## src/rtl/display_sequencer.sv

```systemverilog
// Display source sequencer: debounced step key, optional auto-scroll and a timed
// hold that forces a freshly produced ALU result onto the display mux.
module display_sequencer #(
   parameter int DEBOUNCE_CYCLES = 500000,
   parameter int DWELL_CYCLES    = 50000000,
   parameter int HOLD_CYCLES     = 100000000
) (
   input  logic       clk,
   input  logic       rst_n,
   input  logic       step_key_n,
   input  logic       auto_en,
   input  logic       result_valid,
   output logic [1:0] display_select,
   output logic       hold_active,
   output logic       sel_changed
);

   localparam int DB_W = (DEBOUNCE_CYCLES > 2) ? $clog2(DEBOUNCE_CYCLES) : 1;
   localparam int DW_W = (DWELL_CYCLES > 2) ? $clog2(DWELL_CYCLES) : 1;
   localparam int HD_W = (HOLD_CYCLES > 2) ? $clog2(HOLD_CYCLES) : 1;

   localparam logic [DB_W-1:0] DB_LAST    = DB_W'(DEBOUNCE_CYCLES - 1);
   localparam logic [DW_W-1:0] DWELL_LAST = DW_W'(DWELL_CYCLES - 1);
   localparam logic [HD_W-1:0] HOLD_LAST  = HD_W'(HOLD_CYCLES - 1);

   typedef enum logic [1:0] {
      SHOW_A   = 2'b00,
      SHOW_B   = 2'b01,
      SHOW_RES = 2'b10,
      HOLD_RES = 2'b11
   } state_t;

   logic            sync1_q, sync1_d;
   logic            sync2_q, sync2_d;
   logic            stable_q, stable_d;
   logic            step_q, step_d;
   logic [DB_W-1:0] db_cnt_q, db_cnt_d;
   state_t          state_q, state_d;
   logic [DW_W-1:0] dwell_q, dwell_d;
   logic [HD_W-1:0] hold_q, hold_d;
   logic [1:0]      sel_q, sel_d;
   logic            hold_act_q, hold_act_d;
   logic            changed_q, changed_d;

   // Leaving HOLD_RES by a step always returns to the first source.
   function automatic state_t next_src(input state_t s);
      case (s)
         SHOW_A:  return SHOW_B;
         SHOW_B:  return SHOW_RES;
         default: return SHOW_A;
      endcase
   endfunction

   function automatic logic [1:0] sel_of(input state_t s);
      case (s)
         SHOW_A:  return 2'b00;
         SHOW_B:  return 2'b01;
         default: return 2'b10;
      endcase
   endfunction

   always_comb begin
      sync1_d  = step_key_n;
      sync2_d  = sync1_q;
      stable_d = stable_q;
      db_cnt_d = '0;
      if (sync2_q != stable_q) begin
         if (db_cnt_q == DB_LAST) begin
            stable_d = sync2_q;
         end else begin
            db_cnt_d = db_cnt_q + 1'b1;
         end
      end
      // Press only: stable level falling edge.
      step_d = stable_q & ~stable_d;

      state_d = state_q;
      dwell_d = '0;
      hold_d  = hold_q;
      if (result_valid) begin
         state_d = HOLD_RES;
         hold_d  = '0;
      end else if (step_q) begin
         state_d = next_src(state_q);
      end else if (state_q == HOLD_RES) begin
         if (hold_q == HOLD_LAST) begin
            state_d = SHOW_RES;
            hold_d  = '0;
         end else begin
            hold_d = hold_q + 1'b1;
         end
      end else if (auto_en) begin
         if (dwell_q == DWELL_LAST) begin
            state_d = next_src(state_q);
         end else begin
            dwell_d = dwell_q + 1'b1;
         end
      end

      sel_d      = sel_of(state_d);
      hold_act_d = (state_d == HOLD_RES);
      changed_d  = (sel_d != sel_q);
   end

   always_ff @(posedge clk or negedge rst_n) begin
      if (!rst_n) begin
         sync1_q    <= 1'b1;
         sync2_q    <= 1'b1;
         stable_q   <= 1'b1;
         step_q     <= 1'b0;
         db_cnt_q   <= '0;
         state_q    <= SHOW_A;
         dwell_q    <= '0;
         hold_q     <= '0;
         sel_q      <= 2'b00;
         hold_act_q <= 1'b0;
         changed_q  <= 1'b0;
      end else begin
         sync1_q    <= sync1_d;
         sync2_q    <= sync2_d;
         stable_q   <= stable_d;
         step_q     <= step_d;
         db_cnt_q   <= db_cnt_d;
         state_q    <= state_d;
         dwell_q    <= dwell_d;
         hold_q     <= hold_d;
         sel_q      <= sel_d;
         hold_act_q <= hold_act_d;
         changed_q  <= changed_d;
      end
   end

   assign display_select = sel_q;
   assign hold_active    = hold_act_q;
   assign sel_changed    = changed_q;

endmodule
```

## config.mk

```make
export PLATFORM = sky130hd
export DESIGN_NAME = display_sequencer
export DESIGN_NICKNAME = d
export VERILOG_FILES = /design/src/rtl/display_sequencer.sv
export SDC_FILE = /design/constraint.sdc
export NUM_CORES = 1
export LEC_CHECK = 0
export CORE_AREA = 2 2 101 103
export DETAILED_ROUTE_END_ITERATION = 6
export DIE_AREA = 0 0 103 105
export GPL_ROUTABILITY_DRIVEN = 1
export SLEW_MARGIN = 5
export SYNTH_ARGS = -nofsm -noshare
export SYNTH_HDL_FRONTEND = slang
export SYNTH_SLANG_ARGS = --single-unit
```

## constraint.sdc

```tcl
create_clock -name clk -period 3.05 [get_ports clk]
set_input_delay 0.61 -clock clk [delete_from_list [all_inputs] [get_ports clk]]
set_output_delay 0.61 -clock clk [all_outputs]
set_load 0.005 [all_outputs]
```

==> metrics.txt <==
Post-Synth Simple-Gate Area 28.5%; post-synthesis sequential area ratio 47.9%; CP startpoint hold_q[0]; number of port buffers 8; # DRC 0; nets 458; crit path time final between 2 and 2.5 ns; initial drt markers 97; # hold bufs at CTS 0; gr ovfl total 0; CP Max Fanout 11; final worst path period share about 77%; WL met3 146 um; reg2reg start hold_q[0]; Hold/Removal Path Class input pin to async pin; post-synthesis xor/xnor area fraction around 12%; setup TNS 0 ns; largest family of logic cells by synthesized area simple AND/OR/NAND/NOR gates; most frequent cells after synthesis dfrtp_1, nor2_1, nand2_1, xnor2_1, nand3_1; Die ar. around 11,000 um2; I/O pins 9; DP HPWL 5510 um; Via density 5.27; Synth Area per Inst between 9 and 10 um2; clk_lat worst skew 0.36 ns; EDFF count, synth 0; FP Rows 36; reg2reg end hold_q[24]; Die Y between 100 and 150 um; Clock Skews 0.0109 ns; Core Box Area 9640 um2; worst r2r path cells 6; P per Cell Area between 400 and 500 nW/um2; Mapped Area 4290 um2; pre-CTS setup slack 0.685 ns; Post-CTS Setup Bufs 0; drt first pass iters 4; crit path capture type flop; routed len/inst 13.8 um; Max Clk Rate 424 MHz; Yosys reg bits 82; fin. max-slew vios 0; Max clock buf depth 2; Routed Antenna Nets 0; synth unique cells 52; CTS tree built; Syn Nets around 450; clk sinks 82; GPL Wtd Cong 0.782; Post-synth ARST share 100%; Synth Warn # 0; max cap viols 0; met2 routed WL 3860 um; first-pass GRT wire length 14,200 um; status complete, no violations; cell with the most instances after synthesis dfrtp_1; RSZ-0062 raised after global routing no; final setup vio count 0; multiplexer area fraction after synthesis less than 1%; ANT cells 0; die width 103 um; synth top area cells dfrtp_1, nor2_1, xnor2_1; Final Worst Setup Slack 0.689 ns; CTS clock-pin slew for the worst setup and hold paths around 0.09 ns; largest net degree at the start of global routing 52; Synth Area in Compound Gates 6.59%; layout cells sized above 1 7.69%; synthesized instance count about 440; Fin. Hold Viols 0; highest layer used for signal routing met4; Arrival @ worst endpoint around 2.6 ns; Num CTS Buffers 9; Post-Synth Adder-Cell Area 0.875%; area leader, netlist dfrtp_1; P_leak between 1.5 and 2 nW; vias in the first global route 3,011; initial antenna violation count 0; Max IR drop VDD approximately 0.00021 V; worst rel slew slack 50.2%; register-to-register setup slack 0.69 ns; Syn-to-layout area delta 10.6%; CTS Root Cell clkbuf_8; via count 3,097; final core occ roughly half; Synth top area share between 40% and 50%; H-tree depth 3; worst slew pin tran 0.744 ns; most common flop cell mapped by yosys dfrtp_1; Post-Route WL 8110 um; startpoint type of the worst setup path flop; Total GRT Usage between 10% and 20%; kind of critical path flop to flop; metal1 wirelength 3940 um; worst path required time 3.31 ns; Starting Density 44.5%; post_cts resized 0
## logic make-up after synthesis
kind of cell	count (synthesis)
XOR/XNOR	60
multiplexers	3
AND/OR/NAND/NOR	230
AO/OA/AOI/OAI	40
flip-flops	82
adder cells (fa/ha/maj)	3
buffers and inverters	26
## layer usage
layer	vias up	track usage [%]
li1	1558	-
met1	1500	22.4
met2	27	26.1
met3	12	2.41
met4	0	7.61
met5	-	0
## power by group
group          internal, mW  total, mW  switching, mW
combinational        0.0185     0.0627         0.0441
clock                 0.652       1.06          0.406
sequential             1.10       1.10        0.00746
## per-stage QoR
step	hold slack (ns)	power (mW)	cell area [um2]	std cells
after floorplan	0.314	1.15	4290	444
after global placement	0.348	1.19	4470	572
after detailed placement	0.351	1.19	4470	572
after CTS	0.290	2.26	4750	588
after global routing	0.322	2.31	4750	588
final	0.275	2.22	4750	588
## state kept, by name (all words and copies together), names as in the netlist
signal / flops
db_cnt_q: 19
sync1_q: 1
stable_q: 1
sync2_q: 1
hold_q: 27
display_select: 2
step_q: 1
state_q: 2
dwell_q: 26
sel_changed: 1
hold_active: 1
## worst max-delay path by stage
stage                              end  cells past startpoint
after global routing        hold_q[23]                      6
final                       hold_q[24]                      6
after floorplan           db_cnt_q[10]                      7
after global placement       hold_q[5]                      5
after detailed placement    hold_q[24]                      5
after CTS                   hold_q[24]                      6
## cells in the final DEF, fill, tap and decap left out, types with 6 or more instances in the layout
master           instances
nor3_1                  15
xor2_1                  28
inv_1                   10
dfrtp_1                 79
nand2_1                 36
nand3_1                 29
nand4_1                 15
and4_1                  11
clkbuf_8                10
a21o_1                   7
and3_1                   9
xnor2_1                 32
nor4_1                   6
o21ai_0                 12
clkdlybuf4s50_1          7
nor2_1                  78
## worst max-delay path, stage by stage, from the launching register on
cell,delay (ns)
dfrtp_1,0.40
ha_1,0.35
and3_1,0.25
nand4_1,0.20
o21ai_1,0.64
o21ai_0,0.21
a21o_1,0.21
## area by class of cell
class	count	area [um2]
clock buffers	10	138
clock inverters	6	136
fillers	921	4890
inverters	10	37.5
multi-input cells	336	2100
flip-flops and latches	82	2060
well taps	133	166
repair buffers	11	113
Note: power is estimated with default switching activity, not from simulation.
